### config.mk
export PLATFORM = sky130hd
export DESIGN_NAME = password_lock
export DESIGN_NICKNAME = d
export VERILOG_FILES = /design/src/rtl/password_lock_pkg.sv /design/src/rtl/password_lock_lockout_timer.sv /design/src/rtl/password_lock.sv
export SDC_FILE = /design/constraint.sdc
export NUM_CORES = 1
export LEC_CHECK = 0
export CORE_MARGIN = 4
export CORE_UTILIZATION = 35
export CTS_CLUSTER_SIZE = 10
export DETAILED_ROUTE_END_ITERATION = 6
export GPL_ROUTABILITY_DRIVEN = 1
export HOLD_SLACK_MARGIN = 0.03
export PLACE_DENSITY_LB_ADDON = 0.08
export SLEW_MARGIN = 20
export SYNTH_ARGS = -nofsm -noshare
export SYNTH_HDL_FRONTEND = slang
export SYNTH_SLANG_ARGS = --single-unit
### constraint.sdc
create_clock -name clk -period 1.9 [get_ports clk]
set_input_delay 0.19 -clock clk [delete_from_list [all_inputs] [get_ports clk]]
set_output_delay 0.19 -clock clk [all_outputs]
set_load 0.005 [all_outputs]
### src/rtl/password_lock_pkg.sv
// Shared definitions for the password lock: FSM states, key codes and sizes.
package password_pkg;

  localparam int         CODE_W    = 16;
  localparam logic [2:0] DIGITS    = 3'd4;
  localparam logic [1:0] MAX_FAILS = 2'd3;

  localparam logic [3:0] KEY_CLEAR   = 4'hA;
  localparam logic [3:0] KEY_ENTER   = 4'hB;
  localparam logic [3:0] KEY_SETCODE = 4'hC;
  localparam logic [3:0] KEY_LOCK    = 4'hD;

  typedef enum logic [1:0] {
    ST_LOCKED   = 2'd0,
    ST_UNLOCKED = 2'd1,
    ST_SET      = 2'd2,
    ST_ALARM    = 2'd3
  } state_e;

  // Keys 0x0..0x9 are BCD digits; everything above is a command or ignored.
  function automatic logic is_digit(input logic [3:0] k);
    return k <= 4'd9;
  endfunction

endpackage

### src/rtl/password_lock_lockout_timer.sv
// Down-counter that times the ALARM lockout. load_i arms it with CYCLES;
// done_o is high during the last counted cycle so the owner can leave ALARM
// exactly CYCLES cycles after the load edge. Only used with PASSWORD_LOCKOUT_EN.
module lockout_timer #(
  parameter int unsigned CYCLES = 1000
) (
  input  logic clk_i,
  input  logic rst_ni,
  input  logic load_i,
  output logic done_o
);

  localparam int CNT_W = ($clog2(CYCLES + 1) < 1) ? 1 : $clog2(CYCLES + 1);

  logic [CNT_W-1:0] cnt_q, cnt_d;

  // Load on request, otherwise count down to zero and rest there.
  always_comb begin
    cnt_d = cnt_q;
    if (load_i) begin
      cnt_d = CNT_W'(CYCLES);
    end else if (cnt_q != '0) begin
      cnt_d = cnt_q - CNT_W'(1);
    end
  end

  // Counter register.
  always_ff @(posedge clk_i or negedge rst_ni) begin
    if (!rst_ni) begin
      cnt_q <= '0;
    end else begin
      cnt_q <= cnt_d;
    end
  end

  assign done_o = (cnt_q == CNT_W'(1));

endmodule

### src/rtl/password_lock.sv
// Keypad password lock: 4-digit BCD code entry, unlock, code change and lock.
// Optional lockout after repeated failures is enabled by defining the macro
// PASSWORD_LOCKOUT_EN; without it the ALARM state is never entered and
// alarm is tied low.
module password_lock
  import password_pkg::*;
#(
  parameter logic [15:0] DEFAULT_CODE   = 16'h1234,
  parameter int unsigned LOCKOUT_CYCLES = 1000
) (
  input  logic       clk,
  input  logic       rst_n,
  input  logic [3:0] key,
  input  logic       key_valid,
  output logic       unlocked,
  output logic       alarm,
  output logic       ok,
  output logic       err,
  output logic [2:0] digit_cnt
);

  state_e              state_q, state_d;
  logic [CODE_W-1:0]   code_q, code_d;
  logic [CODE_W-1:0]   buf_q, buf_d;
  logic [2:0]          cnt_q, cnt_d;
  logic [1:0]          fail_q, fail_d;
  logic                ok_q, ok_d;
  logic                err_q, err_d;
  logic                unlocked_q;

`ifdef PASSWORD_LOCKOUT_EN
  logic tmr_load;
  logic tmr_done;
  logic alarm_q;

  lockout_timer #(.CYCLES(LOCKOUT_CYCLES)) u_lockout_timer (
    .clk_i  (clk),
    .rst_ni (rst_n),
    .load_i (tmr_load),
    .done_o (tmr_done)
  );
`endif

  // Next-state logic: one key event per cycle with key_valid high.
  always_comb begin
    state_d = state_q;
    code_d  = code_q;
    buf_d   = buf_q;
    cnt_d   = cnt_q;
    fail_d  = fail_q;
    ok_d    = 1'b0;
    err_d   = 1'b0;
`ifdef PASSWORD_LOCKOUT_EN
    tmr_load = 1'b0;
`endif
    case (state_q)
      ST_LOCKED, ST_SET: begin
        if (key_valid) begin
          if (is_digit(key)) begin
            // A fifth digit is dropped rather than shifting out the first.
            if (cnt_q < DIGITS) begin
              buf_d = {buf_q[CODE_W-5:0], key};
              cnt_d = cnt_q + 3'd1;
            end
          end else if (key == KEY_CLEAR) begin
            buf_d = '0;
            cnt_d = '0;
          end else if (key == KEY_ENTER) begin
            buf_d = '0;
            cnt_d = '0;
            if (state_q == ST_LOCKED) begin
              if (cnt_q == DIGITS && buf_q == code_q) begin
                state_d = ST_UNLOCKED;
                ok_d    = 1'b1;
                fail_d  = '0;
              end else begin
                err_d = 1'b1;
                if (fail_q != MAX_FAILS) begin
                  fail_d = fail_q + 2'd1;
                end
`ifdef PASSWORD_LOCKOUT_EN
                if (fail_q == MAX_FAILS - 2'd1) begin
                  state_d  = ST_ALARM;
                  tmr_load = 1'b1;
                end
`endif
              end
            end else begin
              if (cnt_q == DIGITS) begin
                code_d  = buf_q;
                state_d = ST_UNLOCKED;
                ok_d    = 1'b1;
              end else begin
                err_d = 1'b1;
              end
            end
          end else if (key == KEY_LOCK && state_q == ST_SET) begin
            state_d = ST_LOCKED;
            buf_d   = '0;
            cnt_d   = '0;
          end
        end
      end
      ST_UNLOCKED: begin
        if (key_valid) begin
          if (key == KEY_SETCODE) begin
            state_d = ST_SET;
          end else if (key == KEY_LOCK) begin
            state_d = ST_LOCKED;
          end
        end
      end
      default: begin
`ifdef PASSWORD_LOCKOUT_EN
        // Keys are ignored until the lockout expires.
        if (tmr_done) begin
          state_d = ST_LOCKED;
          fail_d  = '0;
        end
`else
        state_d = ST_LOCKED;
`endif
      end
    endcase
  end

  // State, code, buffer and registered outputs.
  always_ff @(posedge clk or negedge rst_n) begin
    if (!rst_n) begin
      state_q    <= ST_LOCKED;
      code_q     <= DEFAULT_CODE;
      buf_q      <= '0;
      cnt_q      <= '0;
      fail_q     <= '0;
      ok_q       <= 1'b0;
      err_q      <= 1'b0;
      unlocked_q <= 1'b0;
    end else begin
      state_q    <= state_d;
      code_q     <= code_d;
      buf_q      <= buf_d;
      cnt_q      <= cnt_d;
      fail_q     <= fail_d;
      ok_q       <= ok_d;
      err_q      <= err_d;
      unlocked_q <= (state_d == ST_UNLOCKED) || (state_d == ST_SET);
    end
  end

`ifdef PASSWORD_LOCKOUT_EN
  // Registered alarm level, high for the whole lockout.
  always_ff @(posedge clk or negedge rst_n) begin
    if (!rst_n) begin
      alarm_q <= 1'b0;
    end else begin
      alarm_q <= (state_d == ST_ALARM);
    end
  end

  assign alarm = alarm_q;
`else
  logic unused_lockout;
  assign unused_lockout = ^LOCKOUT_CYCLES;
  assign alarm          = 1'b0;
`endif

  assign unlocked  = unlocked_q;
  assign ok        = ok_q;
  assign err       = err_q;
  assign digit_cnt = cnt_q;

endmodule

==> impl_metrics.tcl, run 1 <==
set metrics [dict create \
    mostFrequentLayoutCells "sky130_fd_sc_hd__dfrtp_1 (35), sky130_fd_sc_hd__a22o_1 (15), sky130_fd_sc_hd__xnor2_1 (14)" \
    period_minus_slack_ps 1651 \
    grt_usage 0.1315 \
    post_cts_resize_count 0 \
    synth_area_per_cell_um2 12.55 \
    design.core.area_mm2 0.005140 \
    cp_slowest_stage_delay_ps 400 \
    net_count_reported_at_finish 182 \
    design_area_mm2 0.002221 \
    synth-warning-count 0 \
    numCtsBuffers 5 \
    via_count_normalized_by_instance_count 4.943 \
    synth-seq-cells 40 \
    die-area_mm2 0.006538 \
    antenna_violating_nets_post_route 0 \
    clock_path_buffers 2 \
    yosys.cell_types.count 40 \
    height_of_the_die_um 80.86 \
    design_power_total_mw 2.378 \
    hpwl_um 2586 \
    num_antenna_cells 0 \
    post_cts_buffers 0 \
    p_per_area_mw_per_mm2 1071 \
    worst_setup_hold_path_clk_slew_ps 80 \
    wire_per_inst_um 15.02 \
    cp_cell_sequence "inv_1 > ha_1 > nand2_1 > nor2_4 > nand2_4 > mux2_2" \
    cts_hold_buf 1 \
    netlist_area_before_placement_mm2 0.001858 \
    result_of_the_run "complete, no violations" \
    static-leakage-power_nw 1.001 \
    cts_sinks 40 \
    setup_repair_after_global_routing_missed_its_margin "no" \
    final_common_cell "sky130_fd_sc_hd__dfrtp_1" \
    finalWeightedCongestion 0.7982 \
    post_route_cells_drive_above_1_share 0.2471 \
    synth-seq-area-share 0.5421 \
    drtPass1Iterations 4 \
    fin_worst_skew_ps 4.178 \
    syn_inst 148 \
    synth_top_area_share 0.4714 \
    dpl_cell_area_mm2 0.002130 \
    type_of_the_worst_setup_path "register to register" \
    first_iter_violations 29 \
    clock_root_buffer "sky130_fd_sc_hd__clkbuf_8" \
    critical_path.startpoint_type "register" \
    syn_nets 157 \
    chipWidth_um 80.86 \
    wl_um 3664 \
    vdd_drop_max_mv 0.3237 \
    grt_pass1_vias 1306 \
    worstPathArrival_ps 1830 \
    cts_tree "built" \
    drv_slew 0 \
    crit_fanout 18 \
    leading_post_synthesis_cells_by_cell_area "sky130_fd_sc_hd__dfrtp_1 (47%), sky130_fd_sc_hd__a22o_1 (7.1%), sky130_fd_sc_hd__dfstp_2 (7.1%)" \
    clock.fmax_mhz 605.6 \
    initial_antenna_violation_count 0 \
    finalSetupViolCount 0 \
    drc_errors 0 \
    min-delay-path-class "primary input to asynchronous set/reset pin" \
    clock_latency_ps 290 \
    wire_length_of_the_first_global_routing_pass_um 6437 \
    timing.final.crit_share 0.8690 \
    maxCapViolCount 0 \
    setup.worst_path.end_class "register" \
    setup_tns_ps 0 \
    number_of_standard_cell_rows_in_the_floorplan 26 \
    boundaryPins 14 \
    hold_viol 0 \
    num_vias 1206 \
    crit_slowest_cell "sky130_fd_sc_hd__dfrtp_1" \
    synth_area_leader_cell "sky130_fd_sc_hd__dfrtp_1" \
    floorplan.initialDensity 0.3615 \
    area_growth_syn_to_layout_pct 19.53 \
    crit_path_required_time_ps 2080 \
    placement.io_buffers 12 \
    ctsHtreeMaxLevel 2 \
    timing.critical_path.buf_inv 1 \
    grt.overflow.total 0 \
    maximum_number_of_pins_on_one_net_before_global_route_repair 22 \
    cpLargestDelayFamily "simple AND/OR/NAND/NOR gates" \
]
## worst reg2reg max path: cells and delay by family (launching register included)
| kind | cells | cell delay [ps] |
|---|---|---|
| simple gates | 3 | 470 |
| flops | 1 | 400 |
| mux | 1 | 380 |
| fa+ha+maj | 1 | 220 |
| buf+inv | 1 | 70 |
## layout make-up
class	instances	area (um^2)
inverter	8	30.03
clock inverter	1	5.005
clock buffer	7	76.32
fill	510	2919
timing repair buffer	23	225.2
tap	70	87.58
multi-input combinational	95	789.5
sequential	40	1007
## logic make-up (layout without fill, tap and decap cells)
kind of cell,Yosys count,after routing,share of synthesized area
XOR/XNOR,14,14,0.06599
flip-flops,40,40,0.5421
other,1,1,0.002018
AND/OR/NAND/NOR,31,31,0.1010
AO/OA/AOI/OAI,31,31,0.1320
multiplexers,16,16,0.1104
buffers and inverters,13,39,0.03300
adder cells (fa/ha/maj),2,2,0.01347
## metrics by stage
step / util / setup slack (ps) / hold slack, ps / cells
floorplan: - / 359.0 / -105.6 / 148
global placement: 0.4143 / 77.23 / 167.7 / 235
detailed placement: 0.4143 / 41.35 / 169.0 / 235
CTS: 0.4321 / 220.2 / 398.2 / 244
global route: 0.4321 / 105.7 / 433.3 / 244
finish: 0.4321 / 248.8 / 393.8 / 244
## sequential cells by signal, indices dropped and copies added, names as in the netlist
name / flops
buf_q: 16
code_q: 16
digit_cnt: 3
state_q: 2
err: 1
ok: 1
unlocked: 1
## final timing paths
check                                  start         end  slack [ps]  cells past startpoint
worst max-delay path            digit_cnt[0]  code_q[13]         250                      6
worst min-delay path                   rst_n   buf_q[10]         390                      2
worst max register to register  digit_cnt[0]  code_q[13]         250                      6
worst min register to register    code_q[15]  code_q[15]         530                      1
max in group asynchronous              rst_n   code_q[5]         960                      3
min in group clk                  code_q[15]  code_q[15]         530                      1
## cell usage after synthesis (all sizes together)
library cell,number
o21ai,4
nand4,3
buf,3
inv,8
xnor2,14
a2111oi,1
o21a,1
nand4bb,1
and4b,2
conb,1
clkbuf,2
o2111ai,1
o311ai,1
ha,2
a311o,1
o221ai,1
nand2b,3
a21oi,4
nor3,2
nor4,1
nand2,10
mux2i,1
a31oi,1
dfstp,5
and2b,1
a22o,15
dfrtp,35
mux2,15
nor2,6
nor2b,1
nand3,1
o32ai,1
## report_power, final
| part | leakage, nW | internal [mW] | switching (mW) |
|---|---|---|---|
| registers | 0.512 | 1.02 | 0.183 |
| clock network | 0.0422 | 0.258 | 0.290 |
| logic | 0.447 | 0.347 | 0.277 |
## metal layers
metal / GRT usage / up-vias / wire (um)
met5: 0 / - / 0
met4: 0.04223 / 0 / 54
met3: 0.04324 / 6 / 107
met2: 0.2044 / 16 / 1683
met1: 0.1728 / 600 / 1820
li1: - / 584 / -
(Power assumes the default switching activity.)
==> run 2, diff against run 1 <==
==> constraint.sdc (replaced) <==
create_clock -name clk -period 1.9 [get_ports clk]
set_input_delay 0.19 -clock clk [delete_from_list [all_inputs] [get_ports clk]]
set_output_delay 0.19 -clock clk [all_outputs]
set_load 0.1 [all_outputs]
==> impl_metrics.tcl, run 2 (synthesized netlist as in run 1, its figures left out) <==
set metrics [dict create \
    result_of_the_run "complete, no violations" \
    setup_repair_after_global_routing_missed_its_margin "no" \
    design.core.area_mm2 0.005140 \
    period_minus_slack_ps 1720 \
    clock_share_of_power 0.254 \
    final.setup.worst_slack_ps 179.7 \
    die-area_mm2 0.006538 \
    drtPass1Iterations 4 \
    crit_path_required_time_ps 2070 \
    setup_tns_ps 0 \
    clock.fmax_mhz 581.3 \
    hold_viol 0 \
    globalRouteMet2Util 0.2053 \
    cts_tree "built" \
    power_share_of_the_combinational_group 0.308 \
    finalWeightedCongestion 0.7901 \
    grt_usage 0.1323 \
    drv_slew 0 \
    post_cts_buffers 0 \
    static-leakage-power_nw 1.022 \
    fin_worst_skew_ps 10.57 \
    cp_cell_sequence "inv_1 > ha_1 > nand2_1 > nor2_4 > nand2_4 > mux2_4" \
    final_common_cell "sky130_fd_sc_hd__dfrtp_1" \
    net_count_reported_at_finish 183 \
    finalSetupViolCount 0 \
    floorplan.initialDensity 0.3615 \
    hold_ws_ps 338.2 \
    post_route_cells_drive_above_1_share 0.3143 \
    cpLargestDelayFamily "simple AND/OR/NAND/NOR gates" \
    type_of_the_worst_setup_path "register to register" \
    post_cts_resize_count 0 \
    hpwl_um 2633 \
    r2r_cells 6 \
    initial_antenna_violation_count 0 \
    maxCapViolCount 0 \
    timing.critical_path.buf_inv 1 \
    worst_r2r_endpoint "code_q[10]" \
    critical_path.reg2reg.startpoint "digit_cnt[0]" \
    worst_setup_hold_path_clk_slew_ps 80 \
    cp_slowest_stage_delay_ps 490 \
    drc_errors 0 \
    clock_latency_ps 290 \
    ctsHtreeMaxLevel 2 \
    setup.worst_path.start "digit_cnt[0]" \
    timing.final.crit_share 0.9054 \
    grt_pass1_vias 1268 \
    place_worst_setup_slack_ps 12.05 \
    global_route.usage.met3 0.03659 \
    globalRouteMet1Util 0.1774 \
    setup.worst_path.end_class "register" \
    num_vias 1203 \
    cts_hold_buf 1 \
    reg2reg_setup_slack_ps 180 \
    internal_power_mw 1.764 \
    height_of_the_die_um 80.86 \
    wl_um 3650 \
    crit_fanout 18 \
    maximum_number_of_pins_on_one_net_before_global_route_repair 21 \
    via_count_normalized_by_instance_count 4.910 \
    mostFrequentLayoutCells "sky130_fd_sc_hd__dfrtp_1 (32), sky130_fd_sc_hd__buf_4 (16), sky130_fd_sc_hd__a22o_1 (15)" \
    p_per_area_mw_per_mm2 1238 \
    first_iter_violations 64 \
    vdd_drop_max_mv 0.7936 \
    chipWidth_um 80.86 \
    clock_root_buffer "sky130_fd_sc_hd__clkbuf_8" \
    clock_path_buffers 2 \
    sequential_power_share 0.438 \
    crit_slowest_cell "sky130_fd_sc_hd__dfrtp_4" \
    net-switching-power_mw 1.012 \
    grt_busiest_layer "met2" \
    num_antenna_cells 0 \
    numCtsBuffers 5 \
    wire_per_inst_um 14.90 \
    number_of_standard_cell_rows_in_the_floorplan 26 \
    nFillCells 514 \
    min-delay-path-class "primary input to asynchronous set/reset pin" \
    area_growth_syn_to_layout_pct 20.67 \
    wire_length_of_the_first_global_routing_pass_um 6513 \
    worstPathArrival_ps 1890 \
    boundaryPins 14 \
    critical_path.startpoint_type "register" \
    grt.overflow.total 0 \
    antenna_violating_nets_post_route 0 \
    design_power_total_mw 2.775 \
    placement.io_buffers 12 \
    cts_sinks 40 \
    p_sw_frac 0.3645 \
]
==> run 2: cell count changes in the layout (fill, tap and decap cells not counted) <==
cell                              change
sky130_fd_sc_hd__dfrtp_1              -3
sky130_fd_sc_hd__buf_12               -1
sky130_fd_sc_hd__clkinv_2             -1
sky130_fd_sc_hd__clkbuf_1             -2
sky130_fd_sc_hd__bufinv_16            +1
sky130_fd_sc_hd__clkdlybuf4s50_1      -6
sky130_fd_sc_hd__buf_4                +8
sky130_fd_sc_hd__dfrtp_4              +1
sky130_fd_sc_hd__dfrtp_2              +2
sky130_fd_sc_hd__clkinv_4             +2
==> run 2: worst max path at each step <==
| stage | end | slack [ps] | cells after the start |
|---|---|---|---|
| 2_1_floorplan | code_q[10] | 50 | 7 |
| 3_3_place_gp | code_q[10] | 80 | 6 |
| 3_5_place_dp | code_q[7] | 10 | 6 |
| 4_1_cts | state_q[0] | 160 | 6 |
| 5_1_grt | state_q[0] | 40 | 6 |
| 6_report | code_q[10] | 180 | 6 |
==> run 2: worst reg2reg max path, cell delays in order, from the launching register on <==
cell	delay (ps)
sky130_fd_sc_hd__dfrtp_4	490
sky130_fd_sc_hd__inv_1	80
sky130_fd_sc_hd__ha_1	180
sky130_fd_sc_hd__nand2_1	130
sky130_fd_sc_hd__nor2_4	160
sky130_fd_sc_hd__nand2_4	200
sky130_fd_sc_hd__mux2_4	360
==> run 2: power by group through the flow <==
stage | registers (mW) | clock network (mW) | logic [mW]
after floorplan | 1.42 | 0 | 0.421
after global placement | 1.23 | 0 | 0.855
after detailed placement | 1.24 | 0 | 0.867
after CTS | 1.22 | 0.727 | 0.871
after global routing | 1.25 | 0.768 | 0.928
final | 1.22 | 0.706 | 0.854
==> run 2: area by class of cell <==
| class | instances | area (um^2) | share of cell area |
|---|---|---|---|
| Sequential cell | 40 | 1013 | 0.4520 |
| Multi-Input combinational cell | 95 | 789.5 | 0.3521 |
| Inverter | 8 | 30.03 | 0.01339 |
| Clock buffer | 5 | 68.82 | 0.03069 |
| Tap cell | 70 | 87.58 | 0.03906 |
| Clock inverter | 3 | 47.55 | 0.02121 |
| Timing Repair Buffer | 24 | 205.2 | 0.09152 |
==> run 2: layer usage <==
metal / up-vias / routed length, um
met3: 4 / 118
li1: 584 / -
met5: - / 0
met4: 0 / 42
met2: 13 / 1705
met1: 602 / 1784
==> run 2: per-stage QoR <==
stage / cell area (um^2) / utilization / cells
after CTS: 2242 / 0.4362 / 245
final: 2242 / 0.4362 / 245
after detailed placement: 2116 / 0.4116 / 236
after global routing: 2242 / 0.4362 / 245
after global placement: 2116 / 0.4116 / 236
after floorplan: 1864 / - / 148
==> run 3, diff against run 2 <==
clock period = 1.4 ns   (was 1.9 ns; I/O delays follow)
==> impl_metrics.tcl, run 3 (synthesized netlist as in run 1, its figures left out) <==
set metrics [dict create \
    ctsHtreeMaxLevel 2 \
    via_count_normalized_by_instance_count 4.871 \
    net_count_reported_at_finish 224 \
    static-leakage-power_nw 1.302 \
    critical_path.reg2reg.startpoint "state_q[1]" \
    crit_fanout 6 \
    final.setup.worst_slack_ps -190.9 \
    grt_pass1_vias 1461 \
    drtPass1Iterations 4 \
    hpwl_um 2766 \
    cpLargestDelayFamily "compound AO/OA/AOI/OAI gates" \
    finalSetupViolCount 36 \
    cts_sinks 40 \
    boundaryPins 14 \
    vdd_drop_max_mv 1.321 \
    antenna_violating_nets_post_route 0 \
    dpl_cell_area_mm2 0.002446 \
    min-delay-path-class "primary input to asynchronous set/reset pin" \
    post_route_cells_drive_above_1_share 0.5231 \
    design.core.area_mm2 0.005140 \
    result_of_the_run "complete, but fails checks" \
    timing.critical_path.buf_inv 0 \
    setup.worst_path.start "state_q[1]" \
    grt.overflow.total 0 \
    r2r_cells 5 \
    drc_errors 0 \
    wl_um 4359 \
    area_growth_syn_to_layout_pct 54.07 \
    period_minus_slack_ps 1591 \
    timing.final.crit_share 1.136 \
    first_iter_violations 58 \
    crit_path_required_time_ps 1580 \
    worstSetupPathDepth 5 \
    crit_end "state_q[0]" \
    mostFrequentLayoutCells "sky130_fd_sc_hd__buf_4 (39), sky130_fd_sc_hd__dfrtp_1 (32), sky130_fd_sc_hd__a22o_1 (15)" \
    clock_path_buffers 2 \
    setup_tns_ps -3269 \
    clock_latency_ps 290 \
    type_of_the_worst_setup_path "register to register" \
    hold_viol 0 \
    die-area_mm2 0.006538 \
    crit_slowest_cell "sky130_fd_sc_hd__dfrtp_1" \
    maximum_number_of_pins_on_one_net_before_global_route_repair 41 \
    num_antenna_cells 0 \
    height_of_the_die_um 80.86 \
    timing_worst_slew_pin_value_ps 505.2 \
    hold_ws_ps 437.5 \
    fin_worst_skew_ps 4.559 \
    final_common_cell "sky130_fd_sc_hd__buf_4" \
    chipWidth_um 80.86 \
    wire_length_of_the_first_global_routing_pass_um 7058 \
    worst_setup_hold_path_clk_slew_ps 80 \
    max_slew_margin_vs_limit 0.6632 \
    drv_slew 0 \
    cts_tree "built" \
    floorplan.initialDensity 0.3615 \
    setup_repair_after_global_routing_missed_its_margin "yes" \
    grt_usage 0.1424 \
    cp_cell_sequence "nor2_1 > o2111ai_2 > a2111oi_4 > nand4_1 > o311ai_1" \
    critical_path.startpoint_type "register" \
    finalWeightedCongestion 0.8079 \
    setup.worst_path.end_class "register" \
    numCtsBuffers 5 \
    placement.io_buffers 12 \
    design_area_mm2 0.002863 \
    cp_slowest_stage_delay_ps 470 \
    wire_per_inst_um 15.24 \
    design_power_total_mw 4.434 \
    num_vias 1393 \
    clock_root_buffer "sky130_fd_sc_hd__clkbuf_8" \
    worst_r2r_endpoint "state_q[0]" \
    maxCapViolCount 0 \
    worstPathArrival_ps 1770 \
    reg2reg_setup_slack_ps -190 \
    initial_antenna_violation_count 0 \
    utilization 0.5570 \
    p_per_area_mw_per_mm2 1549 \
    violations_in_the_final_reports "setup timing" \
    number_of_standard_cell_rows_in_the_floorplan 26 \
    clock.fmax_mhz 628.6 \
]
[run 3: cell types whose count changed in the layout (fill, tap and decap cells not counted), moves of 3 or more]
cell / previous run / this run
sky130_fd_sc_hd__nand2_8: 0 / 3
sky130_fd_sc_hd__buf_4: 16 / 39
sky130_fd_sc_hd__buf_6: 0 / 6
sky130_fd_sc_hd__buf_12: 1 / 10
[run 3: worst min path at each step]
stage,start,endpoint,slack [ps],depth (start not counted)
final,rst_n,code_q[13],440,3
after global placement,rst_n,code_q[13],220,2
after global routing,rst_n,code_q[13],480,3
after floorplan,rst_n,buf_q[0],-160,0
after detailed placement,rst_n,code_q[13],230,2
after CTS,rst_n,buf_q[5],450,3
[run 3: worst reg2reg max path, delay by kind of cell, from the launching register on]
family	cells	cell delay (ps)
AOI/OAI and AO/OA	3	620
and+or+nand+nor	2	390
DFF	1	470
[run 3: cell type report]
type / instances / area (um^2)
clock buffers: 6 / 82.58
fillers: 451 / 2277
inverters: 8 / 35.03
multi-input cells: 97 / 978.4
repair buffers: 63 / 650.6
well taps: 70 / 87.58
clock inverters: 2 / 10.01
flip-flops and latches: 40 / 1018
[run 3: metrics by stage]
| step | setup slack (ps) | cells |
|---|---|---|
| 5_1_grt | -276.4 | 286 |
| 4_1_cts | -188.6 | 280 |
| 6_report | -190.9 | 286 |
| 3_5_place_dp | -416.5 | 263 |
| 2_1_floorplan | -307.2 | 148 |
| 3_3_place_gp | -370.0 | 263 |
[run 3: metal layers]
layer / track usage / share of wire
met1: 0.1838 / 0.45
met2: 0.2365 / 0.51
met3: 0.04213 / 0.031
met4: 0.03041 / 0.0099
met5: 0 / 0
[run 3: what timing repair did]
| item | 4_1_cts | 5_1_grt |
|---|---|---|
| setup buffers | 6 | 4 |
| cloned | 2 | 3 |
| setup endpoints to repair | 38 | 39 |
| hold buffers | 1 | 0 |
| pin swaps | 11 | 24 |
| hold endpoints to repair | 35 | 0 |
| resized for setup | 9 | 22 |
[run 3: power by group]
part | leakage, nW | switching [mW] | internal (mW)
logic | 0.743 | 1.05 | 1.01
registers | 0.508 | 0.170 | 1.41
clock network | 0.0510 | 0.394 | 0.393
